**src/rtl/pe_array_pkg.sv**
```systemverilog
// Shared types and helpers for the PE array: link word layout and feeder FSM states.
package pe_array_pkg;

  localparam int WORD_W   = 25;
  localparam int DATA_W   = 8;
  localparam int PSUM_LSB = 8;

  typedef enum logic [1:0] {
    IDLE,
    RUN,
    DRAIN
  } feeder_state_t;

  function automatic logic [WORD_W-1:0] pack_word(input logic [DATA_W-1:0]          data,
                                                  input logic [WORD_W-PSUM_LSB-1:0] psum);
    return {psum, data};
  endfunction

endpackage

```
**src/rtl/feeder_fifo.sv**
```systemverilog
// Synchronous show-ahead FIFO with registered occupancy; reset flushes pointers only.
module feeder_fifo
  import pe_array_pkg::*;
#(
  parameter int WIDTH = 32,
  parameter int DEPTH = 16
) (
  input  logic             clk,
  input  logic             reset,
  input  logic             push,
  input  logic [WIDTH-1:0] wr_data,
  input  logic             pop,
  output logic [WIDTH-1:0] rd_data,
  output logic             full,
  output logic             empty
);

  localparam int AW = $clog2(DEPTH);

  logic [WIDTH-1:0] mem [DEPTH];
  logic [AW-1:0]    wr_ptr;
  logic [AW-1:0]    rd_ptr;
  logic [AW:0]      occ;
  logic             do_push;
  logic             do_pop;

  assign full    = (occ == (AW+1)'(DEPTH));
  assign empty   = (occ == '0);
  assign do_push = push && !full;
  assign do_pop  = pop && !empty;
  assign rd_data = mem[rd_ptr];

  always_ff @(posedge clk) begin
    if (do_push) mem[wr_ptr] <= wr_data;
  end

  always_ff @(posedge clk) begin
    if (reset) begin
      wr_ptr <= '0;
      rd_ptr <= '0;
      occ    <= '0;
    end else begin
      if (do_push) wr_ptr <= wr_ptr + AW'(1);
      if (do_pop)  rd_ptr <= rd_ptr + AW'(1);
      case ({do_push, do_pop})
        2'b10:   occ <= occ + (AW+1)'(1);
        2'b01:   occ <= occ - (AW+1)'(1);
        default: occ <= occ;
      endcase
    end
  end

endmodule

```
**src/rtl/pe_edge_feeder.sv**
```systemverilog
// Left-edge feeder: buffers activation vectors and drives each PE row with a row-skewed word.
// Optional macro FEEDER_PERF_EN adds the bubble_cnt performance counter port.
module pe_edge_feeder #(
  parameter int ROWS   = 4,
  parameter int DATA_W = 8,
  parameter int WORD_W = 25,
  parameter int DEPTH  = 16,
  parameter int CNT_W  = 16
) (
  input  logic                     clk,
  input  logic                     reset,
  input  logic                     start,
  input  logic [CNT_W-1:0]         vec_count,
  input  logic                     in_valid,
  output logic                     in_ready,
  input  logic [ROWS*DATA_W-1:0]   in_data,
  output logic [ROWS*WORD_W-1:0]   feed_out,
  output logic [ROWS-1:0]          feed_valid,
  output logic                     workstate,
  output logic                     busy,
  output logic                     done
`ifdef FEEDER_PERF_EN
  ,
  output logic [CNT_W-1:0]         bubble_cnt
`endif
);

  import pe_array_pkg::*;

  localparam int DW_ALL = ROWS * DATA_W;

  feeder_state_t     state;
  feeder_state_t     state_next;
  logic [CNT_W-1:0]  remaining;
  logic [CNT_W-1:0]  drain_cnt;
  logic              zero_done;
  logic              fifo_full;
  logic              fifo_empty;
  logic              push;
  logic              pop;
  logic [DW_ALL-1:0] fifo_rd_data;
  logic              start_ok;
  logic              last_pop;
  logic              drain_end;

  assign in_ready  = !fifo_full;
  assign push      = in_valid && in_ready;
  assign pop       = (state == RUN) && !fifo_empty;
  assign start_ok  = start && (state == IDLE);
  assign last_pop  = pop && (remaining == CNT_W'(1));
  assign drain_end = (state == DRAIN) && (drain_cnt == '0);
  assign busy      = (state != IDLE);
  assign done      = drain_end || zero_done;

  feeder_fifo #(
    .WIDTH (DW_ALL),
    .DEPTH (DEPTH)
  ) u_fifo (
    .clk     (clk),
    .reset   (reset),
    .push    (push),
    .wr_data (in_data),
    .pop     (pop),
    .rd_data (fifo_rd_data),
    .full    (fifo_full),
    .empty   (fifo_empty)
  );

  always_comb begin
    state_next = state;
    case (state)
      IDLE:    if (start_ok && (vec_count != '0)) state_next = RUN;
      RUN:     if (last_pop) state_next = DRAIN;
      DRAIN:   if (drain_end) state_next = IDLE;
      default: state_next = IDLE;
    endcase
  end

  // workstate covers RUN/DRAIN but lags one cycle so it lines up with lane-0 data
  always_ff @(posedge clk) begin
    if (reset) begin
      state     <= IDLE;
      remaining <= '0;
      drain_cnt <= '0;
      zero_done <= 1'b0;
      workstate <= 1'b0;
    end else begin
      state     <= state_next;
      zero_done <= start_ok && (vec_count == '0);
      workstate <= (state != IDLE) && (state_next != IDLE);
      if (start_ok)  remaining <= vec_count;
      else if (pop)  remaining <= remaining - CNT_W'(1);
      if (last_pop)  drain_cnt <= CNT_W'(ROWS - 1);
      else if ((state == DRAIN) && (drain_cnt != '0)) drain_cnt <= drain_cnt - CNT_W'(1);
    end
  end

`ifdef FEEDER_PERF_EN
  always_ff @(posedge clk) begin
    if (reset)                                          bubble_cnt <= '0;
    else if (start_ok)                                  bubble_cnt <= '0;
    else if ((state == RUN) && !pop && (bubble_cnt != '1)) bubble_cnt <= bubble_cnt + CNT_W'(1);
  end
`endif

  // p0: common output register; bubbles load zero so idle lanes carry all-zero words
  logic [DW_ALL-1:0] vec_p0;
  logic              vld_p0;

  always_ff @(posedge clk) begin
    if (reset) begin
      vec_p0 <= '0;
      vld_p0 <= 1'b0;
    end else begin
      vec_p0 <= pop ? fifo_rd_data : '0;
      vld_p0 <= pop;
    end
  end

  // p1: lane r adds an r-deep delay chain behind p0
  for (genvar r = 0; r < ROWS; r++) begin : g_lane
    logic [DATA_W-1:0] lane_dat;
    logic              lane_vld;

    if (r == 0) begin : g_direct
      assign lane_dat = vec_p0[0 +: DATA_W];
      assign lane_vld = vld_p0;
    end else begin : g_skew
      logic [DATA_W-1:0] dat_p1 [r];
      logic              vld_p1 [r];

      always_ff @(posedge clk) begin
        if (reset) begin
          for (int k = 0; k < r; k++) begin
            dat_p1[k] <= '0;
            vld_p1[k] <= 1'b0;
          end
        end else begin
          dat_p1[0] <= vec_p0[r*DATA_W +: DATA_W];
          vld_p1[0] <= vld_p0;
          for (int k = 1; k < r; k++) begin
            dat_p1[k] <= dat_p1[k-1];
            vld_p1[k] <= vld_p1[k-1];
          end
        end
      end

      assign lane_dat = dat_p1[r-1];
      assign lane_vld = vld_p1[r-1];
    end

    assign feed_out[r*WORD_W +: WORD_W] = pack_word(lane_dat, '0);
    assign feed_valid[r]                = lane_vld;
  end

endmodule
```
**config.mk**
```make
export PLATFORM = sky130hd
export DESIGN_NAME = pe_edge_feeder
export DESIGN_NICKNAME = d
export VERILOG_FILES = /design/src/rtl/pe_array_pkg.sv /design/src/rtl/feeder_fifo.sv /design/src/rtl/pe_edge_feeder.sv
export SDC_FILE = /design/constraint.sdc
export NUM_CORES = 1
export LEC_CHECK = 0
export BUFFER_PORTS_ARGS = -buffer_cell sky130_fd_sc_hd__buf_2
export CORE_ASPECT_RATIO = 0.9
export CORE_MARGIN = 5
export CORE_UTILIZATION = 30
export DETAILED_ROUTE_END_ITERATION = 12
export GPL_TIMING_DRIVEN = 0
export HOLD_SLACK_MARGIN = 0.02
export PLACE_DENSITY_LB_ADDON = 0.3
export SLEW_MARGIN = 10
export SYNTH_ARGS = -nofsm -noshare
export SYNTH_HDL_FRONTEND = slang
export SYNTH_HIERARCHICAL = 1
export SYNTH_SLANG_ARGS = --single-unit
```
**constraint.sdc**
```tcl
create_clock -name clk -period 4.25 [get_ports clk]
set_input_delay 0.85 -clock clk [delete_from_list [all_inputs] [get_ports clk]]
set_output_delay 0.85 -clock clk [all_outputs]
set_load 0.01 [all_outputs]
```
==> summary.txt, run 1 <==
Status
  – Status: complete, no violations

Floorplanning
  – Num rows: 100
  – Die Wd: 315 um
  – Initial Util: 0.303
  – Total die area: 0.0895 sq mm
  – Die Ht: 284 um
  – Ports: 160
  – Core Footprint: 0.0828 sq mm

Power and ir drop
  – Sw Share: 0.220
  – P_sw: 0.00301 W
  – Overall power: 0.0136 W
  – Pwr dens: 454 mW/mm^2
  – Flop pwr share: 0.513
  – Part of the power in combinational logic: 0.062
  – Power Internal: 0.0106 W
  – Clock power frac: 0.424
  – Static Leak: 10.2 nW
  – Max VDD drop: 0.287 mV

Setup path
  – R2R depth: 17
  – CP max stage cell: nor4_2
  – Worst R2R End: u_fifo/occ[4]$_SDFFE_PP0P_
  – CP peak stage delay: 0.62 ns
  – Worst Setup Start Kind: register
  – Crit-path most repeated cell: buf_2
  – Crit path required time: 3.40 ns
  – Crit path kind: reg -> out
  – CP cell instances: inv_1 > ha_1 > or3b_2 > nor4_2 > buf_2 > a21o_1 > buf_2
  – WP data arrival: 3.05 ns
  – CP delay by family, top: simple AND/OR/NAND/NOR gates
  – CP bufs+invs: 3
  – Worst Path Max Fanout: 10
  – Reg2Reg Setup Slack: 0.38 ns
  – Origin of the critical flop-to-flop path: u_fifo/occ[2]$_SDFFE_PP0P_
  – CP endpoint kind: output port

Synthesis
  – Post-synth top flop: edfxtp_1
  – Post-synth cell types: 63
  – Number of synthesized flops with an enable pin: 512
  – Register area share after synthesis: 0.723
  – Syn avg cell area: 17.6 sq um
  – Synth warnings: 6
  – Mapped cell area: 0.0251 sq mm
  – Syn Inst Count: 1426
  – Share of flip-flops with an asynchronous set or reset: 0
  – Seq cells post-synth: 649

Placed design
  – I/O Buffers: 91
  – Post-placement cell area: 0.0278 sq mm
  – Dpl hpwl: 38.8 mm
  – Routability Congestion: 0.746

STA
  – Final hold viol count: 0
  – Tmin final: 3.90 ns
  – Fmax: 257 MHz
  – RSZ-0062 raised after global routing: no
  – Max transition margin: 0.317
  – Worst slew pin tran: 1.02 ns
  – Final Cycle Share: 0.917
  – Final setup viols: 0
  – Final Max Tran Viols: 0
  – Setup Skew: 0.0326 ns

Detailed routing
  – Vias per std cell: 4.62
  – Via count: 13200
  – Antenna-violating nets left: 0
  – DRC Markers: 0
  – WL final: 57.5 mm
  – Avg WL per Cell: 20.1 um
  – DR iter-0 viols: 937
  – Drt pass-1 iters: 5

Global routing
  – Global-route wire length before repair: 86.3 mm
  – Gr ovfl total: 0
  – GRT Util Overall: 0.127
  – Largest net degree at the start of global routing: 20
  – Vias in the first global route: 13700
  – Initial antenna violation count: 6

Clock tree
  – CTS Sinks: 649
  – Clk buf depth: 3
  – CTS root buf: clkbuf_16
  – Hold_buf cts: 0
  – CTS Buf Count: 71
  – CTS clk-pin slew, worst paths: 0.05 ns
  – Clock latency on the worst-skew pair: 0.62 ns
  – H-tree depth: 3
  – TritonCTS clock tree: built

Finish
  – Fill cells: 7889
  – Fin nets: 1753
  – Share of layout cells above drive strength 1: 0.295
  – Area growth, synth to finish: 19.9%
  – Fin area: 0.0301 sq mm
  – Most frequent cells in the layout: edfxtp_1 (512), dfxtp_1 (137), mux4_2 (128)
  – Most common cell after layout, fill and taps aside: edfxtp_1

Run
  – Max-Cap Viols: 0

Worst hold path
  – Worst Hold Class: reg -> reg
  – Hold Path Stages: 1
  – Worst hold endpoint: g_lane[3].g_skew.dat_p1[0][15]$_SDFF_PP0_
  – Hold wc startpoint: g_lane[3].g_skew.dat_p1[0][7]$_SDFF_PP0_
==> timing repair <==
| item | in CTS | in global routing |
|---|---|---|
| resized for setup | 0 | 1 |
| buffers inserted | 0 | 0 |
| endpoints found under the setup margin | 0 | 1 |
==> stage by stage <==
stage | util | cells | hold slack, ns | worst slack, ns | setup TNS (ns)
after floorplan | - | 1493 | 0.414 | 0.0895 | 0
after global placement | 0.328 | 2706 | 0.429 | -2.75 | -696.25
after detailed placement | 0.336 | 2738 | 0.423 | 0.399 | 0
after CTS | 0.363 | 2865 | 0.441 | 0.145 | 0
after global routing | 0.363 | 2865 | 0.458 | 0.103 | 0
final | 0.363 | 2868 | 0.436 | 0.352 | 0
==> cell families (layout without fill, tap and decap cells) <==
kind of cell / Yosys count / count (layout) / share of synthesized area
muxes: 133 / 133 / 0.117
and+or+nand+nor: 288 / 288 / 0.0638
other: 1 / 71 / 0.000150
DFF: 649 / 649 / 0.723
adders and majority gates: 12 / 12 / 0.00599
AOI/OAI and AO/OA: 149 / 149 / 0.0435
xor gates and xnor gates: 9 / 9 / 0.00314
buffers and inverters: 185 / 435 / 0.0438
==> cell usage after synthesis (3+ instances only) <==
cell | instances | area (sq um)
nand4b_1 | 3 | 26.3
a221oi_1 | 4 | 35.0
clkbuf_1 | 48 | 180
a21o_1 | 3 | 22.5
or4_4 | 4 | 45.0
nor2_1 | 52 | 195
inv_1 | 15 | 56.3
or3_1 | 7 | 43.8
dfxtp_1 | 137 | 2740
nand2b_1 | 5 | 31.3
nor4b_1 | 3 | 26.3
buf_1 | 3 | 11.3
nand4_1 | 8 | 50.1
nor3_1 | 10 | 50.1
nor2b_1 | 56 | 350
a31oi_1 | 13 | 81.3
or2_2 | 4 | 25.0
o31ai_1 | 9 | 67.6
edfxtp_1 | 512 | 15400
nand3_1 | 5 | 25.0
xor2_1 | 8 | 70.1
or4b_2 | 3 | 30.0
or3_2 | 3 | 22.5
and2_1 | 34 | 213
mux4_2 | 128 | 2880
o21ai_0 | 9 | 45.0
nor4_1 | 10 | 62.6
or4_1 | 12 | 90.1
a22oi_1 | 65 | 488
a21oi_1 | 19 | 95.1
nand2_1 | 57 | 214
o211ai_1 | 7 | 52.6
buf_4 | 97 | 728
buf_2 | 19 | 95.1
o311ai_0 | 4 | 35.0
mux2i_1 | 4 | 40.0
ha_1 | 12 | 150
==> flip-flops by register name, indices dropped and copies added (netlist names), named ones only <==
name,count
drain_cnt,16
g_lane.g_skew.dat_p1,48
g_lane.g_skew.vld_p1,3
g_lane.lane_vld,1
remaining,16
state,2
u_fifo/mem,512
u_fifo/occ,5
u_fifo/rd_ptr,4
u_fifo/wr_ptr,4
vec_p0,32
workstate,1
zero_done,1
==> worst max path at each step <==
| stage | start | endpoint | cells after the start |
|---|---|---|---|
| after floorplan | in_valid | u_fifo/mem[0][0]$_DFFE_PP_ | 4 |
| after global placement | in_valid | u_fifo/mem[0][15]$_DFFE_PP_ | 5 |
| after detailed placement | u_fifo/occ[2]$_SDFFE_PP0P_ | u_fifo/occ[4]$_SDFFE_PP0P_ | 17 |
| after CTS | drain_cnt[0]$_SDFFE_PP0P_ | done | 7 |
| after global routing | u_fifo/occ[1]$_SDFFE_PP0P_ | u_fifo/occ[4]$_SDFFE_PP0P_ | 17 |
| final | drain_cnt[0]$_SDFFE_PP0P_ | done | 7 |
==> power by group through the flow <==
stage | clock, W | combinational, W | sequential [W]
5_1_grt | 0.00627 | 0.000938 | 0.00702
4_1_cts | 0.00599 | 0.000862 | 0.00701
3_5_place_dp | 0 | 0.000858 | 0.00714
2_1_floorplan | 0 | 0.000566 | 0.00714
6_report | 0.00579 | 0.000848 | 0.00701
3_3_place_gp | 0 | 0.000806 | 0.00715
==> final cells by class <==
| cell class | instances | area (sq um) | share of cell area |
|---|---|---|---|
| flip-flops and latches | 649 | 18100 | 0.603 |
| multi-input cells | 659 | 6230 | 0.207 |
| clock buffers | 96 | 1950 | 0.0647 |
| well taps | 1122 | 1400 | 0.0467 |
| plain buffers | 169 | 1040 | 0.0345 |
| repair buffers | 123 | 986 | 0.0328 |
| clock inverters | 31 | 277 | 0.00920 |
| inverters | 16 | 60.1 | 0.00200 |
| diodes | 3 | 7.51 | 0.000250 |
==> metal layers <==
layer | vias to the layer above | GRT usage | part of all wire
li1 | 5971 | - | -
met1 | 6810 | 0.166 | 0.42
met2 | 369 | 0.218 | 0.50
met3 | 94 | 0.0263 | 0.057
met4 | 4 | 0.0326 | 0.021
met5 | - | 0 | 0.00045
Power figures use the tool's default switching activity.
==> inputs of run 2 (changes only) <==
Settings changed: PLACE_DENSITY_LB_ADDON 0.3 to default.
==> summary.txt, run 2 (same netlist as run 1, synthesis figures left out) <==
Status
  – Status: complete, no violations

STA
  – Final Max Tran Viols: 0 (unchanged)
  – Tmin final: 3.85 ns (-0.0529 ns)
  – Final setup viols: 0 (unchanged)
  – Setup Skew: 0.0175 ns (-0.0151 ns)
  – Final TNS setup: 0 ns (unchanged)
  – Worst slew pin tran: 1.07 ns (+0.0443 ns)
  – Post-route setup slack: 0.405 ns (+0.0529 ns)
  – Fmax: 260 MHz (+1.4%)
  – Max transition margin: 0.287 (-0.0296)
  – RSZ-0062 raised after global routing: no
  – Final hold viol count: 0 (unchanged)
  – Final Cycle Share: 0.905 (-0.0124)

Setup path
  – Worst Path Max Fanout: 10 (unchanged)
  – CP delay by family, top: simple AND/OR/NAND/NOR gates
  – Crit path kind: reg -> out
  – WP depth: 7 (unchanged)
  – Crit-path most repeated cell: buf_2
  – CP peak stage delay: 0.61 ns (about the same)
  – Worst Setup Start Kind: register
  – WP data arrival: 3.00 ns (-0.05 ns)
  – CP cell instances: inv_1 > ha_1 > or3b_2 > nor4_2 > buf_2 > a21o_1 > buf_2
  – Crit path required time: 3.40 ns (about the same)
  – CP max stage cell: nor4_2
  – CP endpoint kind: output port
  – R2R depth: 17 (unchanged)
  – CP bufs+invs: 3 (unchanged)

Worst hold path
  – Worst Hold Class: reg -> reg
  – Hold Path Stages: 1 (unchanged)

Power and ir drop
  – Static Leak: 10.2 nW (-0.50%)
  – Overall power: 0.0137 W (+0.35%)
  – Pwr dens: 458 mW/mm^2 (+0.88%)
  – Max VDD drop: 0.265 mV (-7.7%)

Clock tree
  – CTS Buf Count: 68 (-4.2%)
  – Postcts setup bufs: 0 (unchanged)
  – H-tree depth: 3 (unchanged)
  – CTS clk-pin slew, worst paths: 0.06 ns (about the same)
  – TritonCTS clock tree: built
  – Clock latency on the worst-skew pair: 0.61 ns (about the same)
  – # resized after CTS: 0 (unchanged)
  – CTS Sinks: 649 (unchanged)
  – Clk buf depth: 3 (unchanged)
  – CTS root buf: clkbuf_16
  – Hold_buf cts: 0 (unchanged)

Detailed routing
  – DRC Markers: 0 (unchanged)
  – Avg WL per Cell: 20.3 um (+1.0%)
  – DR iter-0 viols: 920 (-1.8%)
  – WL final: 57.9 mm (+0.72%)
  – Antenna-violating nets left: 0 (unchanged)
  – Via count: 13300 (+0.091%)
  – Drt pass-1 iters: 6 (+1)
  – Vias per std cell: 4.64 (+0.37%)

Global routing
  – Initial antenna violation count: 6 (unchanged)
  – Gr ovfl total: 0 (unchanged)
  – Largest net degree at the start of global routing: 23 (+15%)
  – GRT Util Overall: 0.128 (+0.000772)
  – Global-route wire length before repair: 86.3 mm (about the same)
  – Vias in the first global route: 13800 (+0.84%)

Placed design
  – Placed Cells incl. Taps: 2734 (-0.15%)
  – I/O Buffers: 91 (unchanged)
  – Routability Congestion: 0.761 (+2.0%)
  – Dpl hpwl: 37.6 mm (-3.1%)
  – Pre-CTS setup slack: 0.461 ns (+0.0623 ns)

Finish
  – Most common cell after layout, fill and taps aside: edfxtp_1
  – Utilization after layout: 0.361 (-0.00192)
  – Biggest regs: u_fifo/mem x512, g_lane.g_skew.dat_p1 x48, vec_p0 x32
  – Max reg flops: 512 (unchanged)
  – Post-Layout Cell Count: 2860 (-0.28%)
  – Most frequent cells in the layout: edfxtp_1 (512), dfxtp_1 (137), mux4_2 (128)
  – Fin nets: 1746 (-0.40%)
  – Fill cells: 7767 (-1.5%)
  – Area growth, synth to finish: 19.3%
  – Top reg by flops: u_fifo/mem
  – Share of layout cells above drive strength 1: 0.295 (-0.000367)

Floorplanning
  – Ports: 160 (unchanged)
  – Die Ht: 284 um (unchanged)
  – Total die area: 0.0895 sq mm (unchanged)
  – Initial Util: 0.303 (unchanged)
  – Core Footprint: 0.0828 sq mm (unchanged)
  – Num rows: 100 (unchanged)
  – Die Wd: 315 um (unchanged)

Run
  – Max-Cap Viols: 0 (unchanged)
==> run 2: cell count changes in the layout (fill, tap and decap cells not counted), moves of 3 or more <==
cell	delta
buf_12	+4
buf_16	-8
buf_4	+4
buf_6	-8
buf_8	+4
bufinv_16	+3
clkbuf_8	+3
clkinv_1	-5
==> run 2: area by class of cell <==
type / instances / area, sq um / area share
clock buffer: 96 / 1930 / 0.0646
multi-input combinational: 659 / 6230 / 0.208
tap: 1122 / 1400 / 0.0469
inverter: 16 / 60.1 / 0.00201
buffer: 169 / 1040 / 0.0347
sequential: 649 / 18100 / 0.606
clock inverter: 27 / 275 / 0.00921
timing repair buffer: 119 / 846 / 0.0283
antenna: 3 / 7.51 / 0.000251
==> run 2: metal layers <==
metal	routed length [um]	part of all wire	GRT usage	up-vias
met4	1110	0.019	0.0303	0
met3	4120	0.071	0.0307	88
li1	-	-	-	5962
met1	24600	0.42	0.169	6766
met5	0	0	0	-
met2	28100	0.49	0.215	444
==> run 2: metrics by stage <==
step / hold slack (ns) / instance area [sq um]
floorplan: 0.414 / 25300
global placement: 0.427 / 27200
detailed placement: 0.424 / 27700
CTS: 0.437 / 29900
global route: 0.458 / 29900
finish: 0.433 / 29900
==> run 2: power breakdown <==
group | switching [W] | total (W) | internal (W)
Combinational | 0.000491 | 0.000853 | 0.000362
Sequential | 0.0000448 | 0.00701 | 0.00696
Clock | 0.00240 | 0.00584 | 0.00343
==> run 2: path summary, 6_finish.rpt <==
check,start,endpoint,slack (ns)
max reg2reg,u_fifo/occ[1]$_SDFFE_PP0P_,u_fifo/occ[4]$_SDFFE_PP0P_,0.43
min reg2reg,g_lane[3].g_skew.dat_p1[0][6]$_SDFF_PP0_,g_lane[3].g_skew.dat_p1[0][14]$_SDFF_PP0_,0.43
min,g_lane[3].g_skew.dat_p1[0][6]$_SDFF_PP0_,g_lane[3].g_skew.dat_p1[0][14]$_SDFF_PP0_,0.43
max,drain_cnt[0]$_SDFFE_PP0P_,done,0.40
